==> src/rtl/midi_stream_parser.sv <==
// MIDI byte-stream parser: decodes channel-voice messages with running status,
// forwards real-time bytes, filters channels, aborts stalled messages and counts errors.
module midi_stream_parser #(
  parameter logic [15:0] CHAN_MASK     = 16'hFFFF,
  parameter bit          NOTEON_V0_OFF = 1'b1,
  parameter logic [19:0] TIMEOUT_CYC   = 20'd32000,
  parameter int          ERR_W         = 8
) (
  input  logic             clk,
  input  logic             rst,
  input  logic             in_valid,
  input  logic [7:0]       in_data,
  output logic             ev_valid,
  output logic [2:0]       ev_type,
  output logic [3:0]       ev_channel,
  output logic [6:0]       ev_data1,
  output logic [6:0]       ev_data2,
  output logic             rt_valid,
  output logic [7:0]       rt_byte,
  output logic             busy,
  output logic [ERR_W-1:0] err_count
);

  typedef enum logic [1:0] {IDLE, WAIT_D1, WAIT_D2, SKIP} state_t;

  state_t      state, state_n;
  logic [7:0]  rs, rs_n;
  logic        rs_ok, rs_ok_n;
  logic [6:0]  d1, d1_n;
  logic [19:0] tcnt, tcnt_n;
  logic        err_inc, emit, rt_fire;
  logic [6:0]  emit_d1, emit_d2;
  logic        one_byte;
  logic        is_rt;

  assign one_byte = (rs[6:4] == 3'd4) || (rs[6:4] == 3'd5);
  assign is_rt    = in_valid && (in_data[7:3] == 5'b11111);
  assign busy     = (state == WAIT_D2);

  always_ff @(posedge clk or negedge rst) begin
    if (!rst) begin
      state <= IDLE;
      rs    <= '0;
      rs_ok <= 1'b0;
      d1    <= '0;
      tcnt  <= '0;
    end else begin
      state <= state_n;
      rs    <= rs_n;
      rs_ok <= rs_ok_n;
      d1    <= d1_n;
      tcnt  <= tcnt_n;
    end
  end

  // F8..FE leave parser state alone, so a stalled message can still time out under them.
  always_comb begin
    state_n = state;
    rs_n    = rs;
    rs_ok_n = rs_ok;
    d1_n    = d1;
    tcnt_n  = tcnt;
    err_inc = 1'b0;
    emit    = 1'b0;
    emit_d1 = d1;
    emit_d2 = '0;
    rt_fire = is_rt;
    if (in_valid && in_data == 8'hFF) begin
      rs_ok_n = 1'b0;
      state_n = IDLE;
      tcnt_n  = '0;
    end else if (in_valid && !is_rt) begin
      tcnt_n = '0;
      if (in_data[7]) begin
        if (state == WAIT_D2) err_inc = 1'b1;
        if (in_data[7:4] != 4'hF) begin
          rs_n    = in_data;
          rs_ok_n = 1'b1;
          state_n = WAIT_D1;
        end else begin
          rs_ok_n = 1'b0;
          state_n = (in_data == 8'hF7) ? IDLE : SKIP;
        end
      end else begin
        case (state)
          IDLE: err_inc = 1'b1;
          SKIP: err_inc = 1'b0;
          WAIT_D1: begin
            if (!rs_ok) begin
              err_inc = 1'b1;
            end else begin
              d1_n    = in_data[6:0];
              emit_d1 = in_data[6:0];
              if (one_byte) emit = 1'b1;
              else          state_n = WAIT_D2;
            end
          end
          WAIT_D2: begin
            emit    = 1'b1;
            emit_d2 = in_data[6:0];
            state_n = WAIT_D1;
          end
          default: state_n = IDLE;
        endcase
      end
    end else if (state == WAIT_D2 && TIMEOUT_CYC != 20'd0) begin
      if (tcnt == TIMEOUT_CYC) begin
        state_n = WAIT_D1;
        d1_n    = '0;
        tcnt_n  = '0;
        err_inc = 1'b1;
      end else begin
        tcnt_n = tcnt + 20'd1;
      end
    end
  end

  always_ff @(posedge clk or negedge rst) begin
    if (!rst) begin
      ev_valid   <= 1'b0;
      ev_type    <= '0;
      ev_channel <= '0;
      ev_data1   <= '0;
      ev_data2   <= '0;
      rt_valid   <= 1'b0;
      rt_byte    <= '0;
      err_count  <= '0;
    end else begin
      ev_valid <= 1'b0;
      rt_valid <= 1'b0;
      if (rt_fire) begin
        rt_valid <= 1'b1;
        rt_byte  <= in_data;
      end
      if (emit && CHAN_MASK[rs[3:0]]) begin
        ev_valid   <= 1'b1;
        ev_channel <= rs[3:0];
        ev_data1   <= emit_d1;
        ev_data2   <= emit_d2;
        if (NOTEON_V0_OFF && rs[6:4] == 3'd1 && emit_d2 == 7'd0) ev_type <= 3'd0;
        else                                                      ev_type <= rs[6:4];
      end
      if (err_inc && err_count != {ERR_W{1'b1}}) err_count <= err_count + 1'b1;
    end
  end

endmodule

==> config.mk <==
export PLATFORM = sky130hd
export DESIGN_NAME = midi_stream_parser
export DESIGN_NICKNAME = d
export VERILOG_FILES = /design/src/rtl/midi_stream_parser.sv
export SDC_FILE = /design/constraint.sdc
export NUM_CORES = 1
export LEC_CHECK = 0
export CORE_ASPECT_RATIO = 1.4
export CORE_MARGIN = 2
export CORE_UTILIZATION = 54
export DETAILED_ROUTE_END_ITERATION = 6
export PLACE_DENSITY = 0.79
export SYNTH_ARGS = -nofsm -noshare
export SYNTH_HDL_FRONTEND = slang
export SYNTH_SLANG_ARGS = --single-unit
export TNS_END_PERCENT = 1
==> constraint.sdc <==
create_clock -name clk -period 2.3 [get_ports clk]
set_input_delay 0.69 -clock clk [delete_from_list [all_inputs] [get_ports clk]]
set_output_delay 0.69 -clock clk [all_outputs]
set_load 0.01 [all_outputs]
==> flow_summary.ini, run 1 <==
[yosys]
ys.warnings.count = 0
synth-adder-area-share_pct = 2.076
syn_inst = 327
dominant_combinational_cell_family_by_area_after_synthesis = simple AND/OR/NAND/NOR gates
netlist.top_cell.by_area = sky130_fd_sc_hd__dfrtp_1
simple_gate_portion_of_the_synthesized_area_pct = 17.06
synth_compound_area_share_pct = 13.25
yosys_most_used_dff = sky130_fd_sc_hd__dfrtp_1
total_standard_cell_area_after_synthesis_mm2 = 0.003616
yosys.cell_types.count = 51
synth_seq_cells = 76
multiplexer_fraction_of_the_synthesized_cell_area_pct = 7.301
synth-async-reset-ratio_pct = 100.0
synth.net_count = 344
synth-seq-area-share_pct = 52.60
area_share_of_xor_xnor_cells_in_the_synthesized_design_pct = 4.844
synth_largest_type_area_fraction_pct = 52.60
synth_area_per_cell_um2 = 11.06
synth-edff-count = 0
synth_area_leaders = sky130_fd_sc_hd__dfrtp_1, sky130_fd_sc_hd__mux2_2, sky130_fd_sc_hd__nand2_1, sky130_fd_sc_hd__o21ai_0, sky130_fd_sc_hd__xor2_1

[clock_tree]
cts-buffers-inserted = 9
clk_pin_slew_worst_paths_ns = 0.08
postCtsSetupBuffers = 0
holdBufCountCts = 0
insertion_delay_ns = 0.35
tritoncts_num_sinks = 76
cts_tree = done
cts-root-buf = sky130_fd_sc_hd__clkbuf_8
cts-root-to-sink-buffers = 2
cts_resized = 1
cts-htree-levels = 3

[routing]
drt-vias-per-instance = 5.762
remaining_drc_errors = 0
drtAntennaViolNets = 0
detail_route.wirelength_um = 8202
firstDrtPassIters = 4
num_vias = 2806
detailedRoute.firstIterationViolations = 242
routedWlPerCell_um = 16.84

[critical_path]
setup.worst_path.start_class = flip-flop
path_cells = inv_1, ha_1, nor4b_2, nand4_1, o21bai_4, o21a_2, mux2_2
max_stage_delay_ns = 0.41
critical_path.top_delay_family = simple AND/OR/NAND/NOR gates
timing.critical_path.buf_inv = 1
worstPathArrival_ns = 2.37
endpoint_kind = flip-flop
type_of_the_worst_setup_path = flip-flop to flip-flop
cpMaxStageDelayCell = sky130_fd_sc_hd__dfrtp_1
timing.reg2reg.setup_slack_ns = 0.17
max_fo_critical_path = 4
worstPathRequired_ns = 2.54

[finish]
proportion_of_layout_cells_with_a_drive_suffix_above_1_pct = 20.34
n_antenna_cell = 0
multi_input_comb_area_mm2 = 0.001610
syn2layout_area_growth_pct = 27.82
layout.area.seq_mm2 = 0.001902
num-nets-final = 425
nFillCells = 465
most-common-layout-cells = sky130_fd_sc_hd__dfrtp_1, sky130_fd_sc_hd__clkdlybuf4s50_1, sky130_fd_sc_hd__nand2_1
layout_commonest_cell = sky130_fd_sc_hd__dfrtp_1

[status]
status = completed

[pwr]
power_frac_comb_pct = 28.2
power_frac_clock_pct = 27.2
irDropWorstVdd_mv = 0.5935
power.internal_uw = 2901
p_leak_uw = 0.002044
power.density_mw_per_mm2 = 886.8
p_seq_share_pct = 44.6
net-switching-power_uw = 1198
switching_share_pct = 29.23

[sta]
hold-worst-slack_ns = 0.2782
rsz0062_at_grt = no
finalCritPeriodShare_pct = 92.62
hold_viol_final = 0
max_clock_freq_mhz = 469.4
timing.setup.tns_ns = 0
final.setup_skew_ns = 0.005977
min_period_ns = 2.130
setup_viol_count_final = 0
slew_headroom_pct = 69.70
maxSlewViolCount = 0
transition_time_at_the_pin_with_the_least_slew_margin_ns = 0.4545

[die]
effective_utilization_at_floorplan_pct = 55.42
fp.coreArea_mm2 = 0.006525
die_height_um = 100.8
chipWidth_um = 73.16
design.die.area_mm2 = 0.007376
count_of_pins_on_the_block_boundary = 51
fp-row-count = 35

[run]
total_of_max_cap_violations = 0

[grt]
antenna_violations_before_repair = 0
global_route.overflow_total = 0
global_route_wire_length_before_repair_um = 13740
grt_max_degree = 44
first_global_vias = 2870
track_usage_pct = 24.33

[placement]
hpwl_um = 5785
placement.io_buffers = 50
place.gp.congestion = 0.8658

[worst_hold_path]
holdCritPathClass = input port to asynchronous set/reset pin
[routing by layer]
layer | wire (um) | global-route usage (%) | up-vias
met2 | 4276 | 39.29 | 64
li1 | - | - | 1319
met5 | 0 | 0 | -
met4 | 298 | 13.82 | 0
met1 | 3385 | 30.42 | 1400
met3 | 241 | 4.200 | 23
[state kept, by name, summed over array words and instances (netlist names)]
signal,count
ev_data1,7
rs_ok,1
ev_channel,4
rs,7
tcnt,20
ev_data2,7
rt_valid,1
state,2
ev_type,3
ev_valid,1
rt_byte,8
d1,7
err_count,8
[power groups by stage]
| stage | Combinational, uW | Sequential (uW) | Clock [uW] |
|---|---|---|---|
| after floorplan | 457 | 1900 | 0 |
| after global placement | 1130 | 1830 | 0 |
| after detailed placement | 1170 | 1840 | 0 |
| after CTS | 1170 | 1830 | 1130 |
| after global routing | 1250 | 1860 | 1180 |
| final | 1150 | 1830 | 1120 |
[final cells by class]
type | count | share of cell area [%]
inverters | 9 | 0.7309
clock buffers | 10 | 2.761
multi-input cells | 229 | 34.84
well taps | 74 | 2.003
repair buffers | 83 | 16.65
clock inverters | 6 | 1.868
flip-flops and latches | 76 | 41.15
[through the flow]
stage	instances	setup WS [ns]	utilization (%)	total power, uW	cell area (um^2)
after floorplan	327	0.3372	-	2357	3616
after global placement	471	-0.1042	67.57	2959	4409
after detailed placement	471	-0.1647	67.57	3008	4409
after CTS	487	0.1438	70.83	4122	4622
after global routing	487	0.02890	70.83	4291	4622
final	487	0.1697	70.83	4099	4622
[worst register-to-register path: cells and delay by family, from the launching register on]
family | cells | cell delay, ns
buf+inv | 1 | 0.12
flops | 1 | 0.41
compound gates | 2 | 0.39
simple gates | 2 | 0.61
fa+ha+maj | 1 | 0.16
mux | 1 | 0.33
[cell usage after synthesis (2+ instances only)]
| library cell | number |
|---|---|
| sky130_fd_sc_hd__a21oi_1 | 6 |
| sky130_fd_sc_hd__a22o_1 | 6 |
| sky130_fd_sc_hd__and2_1 | 5 |
| sky130_fd_sc_hd__and3_1 | 4 |
| sky130_fd_sc_hd__and4_1 | 5 |
| sky130_fd_sc_hd__buf_2 | 2 |
| sky130_fd_sc_hd__buf_6 | 2 |
| sky130_fd_sc_hd__clkbuf_1 | 8 |
| sky130_fd_sc_hd__dfrtp_1 | 76 |
| sky130_fd_sc_hd__ha_1 | 6 |
| sky130_fd_sc_hd__inv_1 | 9 |
| sky130_fd_sc_hd__mux2_2 | 15 |
| sky130_fd_sc_hd__mux2i_1 | 8 |
| sky130_fd_sc_hd__nand2_1 | 36 |
| sky130_fd_sc_hd__nand2b_1 | 3 |
| sky130_fd_sc_hd__nand3_1 | 14 |
| sky130_fd_sc_hd__nand4_1 | 7 |
| sky130_fd_sc_hd__nand4b_1 | 2 |
| sky130_fd_sc_hd__nor2_1 | 19 |
| sky130_fd_sc_hd__nor2b_1 | 2 |
| sky130_fd_sc_hd__nor3_1 | 7 |
| sky130_fd_sc_hd__nor4_1 | 2 |
| sky130_fd_sc_hd__o2111ai_1 | 5 |
| sky130_fd_sc_hd__o211ai_1 | 4 |
| sky130_fd_sc_hd__o21ai_0 | 21 |
| sky130_fd_sc_hd__o21bai_4 | 2 |
| sky130_fd_sc_hd__o22ai_1 | 2 |
| sky130_fd_sc_hd__o31ai_1 | 2 |
| sky130_fd_sc_hd__or2_2 | 5 |
| sky130_fd_sc_hd__or3_1 | 3 |
| sky130_fd_sc_hd__xnor2_1 | 8 |
| sky130_fd_sc_hd__xor2_1 | 12 |
[cells by family after synthesis]
family | after synthesis
DFF | 76
xor gates and xnor gates | 20
adders and majority gates | 6
and+or+nand+nor | 119
buffers and inverters | 22
muxes | 24
AOI/OAI and AO/OA | 60
[final timing paths]
path	startpoint	cells past startpoint	to
setup / recovery	tcnt[0]$_DFFE_PN0P_	7	state[0]$_DFFE_PN0P_
hold / removal	rst	1	err_count[5]$_DFFE_PN0P_
setup reg to reg	tcnt[0]$_DFFE_PN0P_	7	state[0]$_DFFE_PN0P_
hold reg to reg	rt_byte[3]$_DFFE_PN0P_	1	rt_byte[3]$_DFFE_PN0P_
max in group asynchronous	rst	2	ev_data2[6]$_DFFE_PN0P_
min in group clk	rt_byte[3]$_DFFE_PN0P_	1	rt_byte[3]$_DFFE_PN0P_
(Power assumes the default switching activity.)
==> run 2, diff against run 1 <==
Settings changed: CTS_CLUSTER_SIZE from default to 20.
==> results of run 2 <==
The final DEF is identical to that of run 1; final timing and power are the same.
==> run 3, diff against run 2 <==
Settings changed: CORE_UTILIZATION 54 to 49, GPL_ROUTABILITY_DRIVEN from default to 0, PLACE_DENSITY 0.79 to 0.76.
Clock period 2.3 ns to 1.75 ns, I/O delays scaled along.
==> flow_summary.ini, run 3 (synthesized netlist as in run 1, its figures left out) <==
[grt]
global_route_wire_length_before_repair_um = 14540
first_global_vias = 3060
track_usage_pct = 23.02
grt_max_degree = 40
antenna_violations_before_repair = 0
global_route.overflow_total = 0

[critical_path]
cp_common_cell = sky130_fd_sc_hd__buf_6
timing.reg2reg.setup_slack_ns = -0.11
type_of_the_worst_setup_path = input port to flip-flop
max_fo_critical_path = 11
worstPathRequired_ns = 2.00
setup.worst_path.start_class = input port
cpMaxStageDelayCell = sky130_fd_sc_hd__clkdlybuf4s50_1
endpoint_kind = flip-flop
worstPathArrival_ns = 2.14
path_cells = clkdlybuf4s50_1, buf_6, a31oi_4, a221oi_4, buf_6, nand4_1, xnor2_1
max_stage_delay_ns = 0.49

[pwr]
power.density_mw_per_mm2 = 1086
p_leak_uw = 0.002382
irDropWorstVdd_mv = 0.8899

[finish]
largest_registers = tcnt: 20 flops, err_count: 8 flops, rt_byte: 8 flops
n_antenna_cell = 0
num-nets-final = 459
largest_register_ff_count = 20
nFillCells = 529
syn2layout_area_growth_pct = 38.48
most-common-layout-cells = sky130_fd_sc_hd__dfrtp_1, sky130_fd_sc_hd__buf_4, sky130_fd_sc_hd__dlygate4sd2_1
final-instance-count-excl-fill = 544
largest-register = tcnt
layout_commonest_cell = sky130_fd_sc_hd__dfrtp_1
final_core_utilization_pct = 68.89
proportion_of_layout_cells_with_a_drive_suffix_above_1_pct = 30.20

[die]
fp-row-count = 37
fp.coreArea_mm2 = 0.007268
design.die.area_mm2 = 0.008092
chipWidth_um = 76.60
die_height_um = 105.6
effective_utilization_at_floorplan_pct = 49.75
count_of_pins_on_the_block_boundary = 51

[clock_tree]
tritoncts_num_sinks = 76
cts-buffers-inserted = 9
cts-root-buf = sky130_fd_sc_hd__clkbuf_8
holdBufCountCts = 0
cts-htree-levels = 3
clk_pin_slew_worst_paths_ns = 0.08
insertion_delay_ns = 0.36
cts_tree = done
cts-root-to-sink-buffers = 2

[routing]
remaining_drc_errors = 0
num_vias = 2957
firstDrtPassIters = 4
routedWlPerCell_um = 16.46
detailedRoute.firstIterationViolations = 198
detail_route.wirelength_um = 8953
drtAntennaViolNets = 0
drt-vias-per-instance = 5.436

[sta]
maxSlewViolCount = 0
slew_headroom_pct = 76.17
min_period_ns = 1.893
hold_viol_final = 0
max_clock_freq_mhz = 528.4
finalCritPeriodShare_pct = 108.1
timing.setup.tns_ns = -2.189
final.setup_skew_ns = 0.008791
rsz0062_at_grt = yes
hold-worst-slack_ns = 0.04725
postLayoutSetupSlackWorst_ns = -0.1426
transition_time_at_the_pin_with_the_least_slew_margin_ns = 0.3558
setup_viol_count_final = 35

[placement]
hpwl_um = 5949
placement.io_buffers = 50
place.detailed.instances = 519

[worst_hold_path]
holdCritPathClass = input port to asynchronous set/reset pin

[status]
status = finished, violations left
violations = negative setup slack

[run]
total_of_max_cap_violations = 0
-- run 3: final cells by class --
cell class	count	area (um^2)	area share, %
inverter	9	36.28	0.7246
clock inverter	5	85.08	1.699
sequential	76	1902	37.98
timing repair buffer	117	1015	20.26
tap	97	121.4	2.424
clock buffer	11	141.4	2.824
multi-input combinational	229	1707	34.08
-- run 3: metrics by stage --
step                      power [uW]  setup WS (ns)  cell area [um^2]
after floorplan                 3108        -0.1375              3636
after global placement          3976        -0.4995              4643
after detailed placement        4028        -0.5499              4643
after CTS                       5403        -0.1401              4871
after global routing            5732        -0.1666              5007
final                           5439        -0.1426              5007
-- run 3: report_power, final --
group          internal (uW)  total, uW  switching (uW)
Combinational            837       1540             708
Sequential              2130       2390             257
Clock                    847       1510             660
Total                   3810       5440            1620
-- run 3: worst max-delay path, delay by kind of cell --
kind,cells,cell delay (ns)
AOI/OAI and AO/OA,2,0.50
xor gates and xnor gates,1,0.16
buffers and inverters,3,0.83
and+or+nand+nor,1,0.12
-- run 3: final timing paths --
check                                            start                       end  depth (start not counted)
max in group asynchronous                          rst         rs[5]$_DFFE_PN0P_                          2
worst min register to register  rt_byte[7]$_DFFE_PN0P_    rt_byte[7]$_DFFE_PN0P_                          1
worst max register to register    state[0]$_DFFE_PN0P_  err_count[5]$_DFFE_PN0P_                          9
worst min-delay path                               rst    ev_type[0]$_DFFE_PN0P_                          1
worst max-delay path                        in_data[7]  err_count[5]$_DFFE_PN0P_                          7
min in group clk                rt_byte[7]$_DFFE_PN0P_    rt_byte[7]$_DFFE_PN0P_                          1
-- run 3: timing repair --
action	4_1_cts	5_1_grt
endpoints found under the setup margin	82	42
cloned	0	2
gates resized for setup	60	25
buffers inserted	2	5
pin swaps	6	9
-- run 3: routing by layer --
layer  GRT usage [%]  share of wire [%]  wire [um]
met1           26.44                 40       3572
met3           6.079                3.4        301
met5               0                  0          0
met4           10.00                2.7        246
met2           40.27                 54       4833
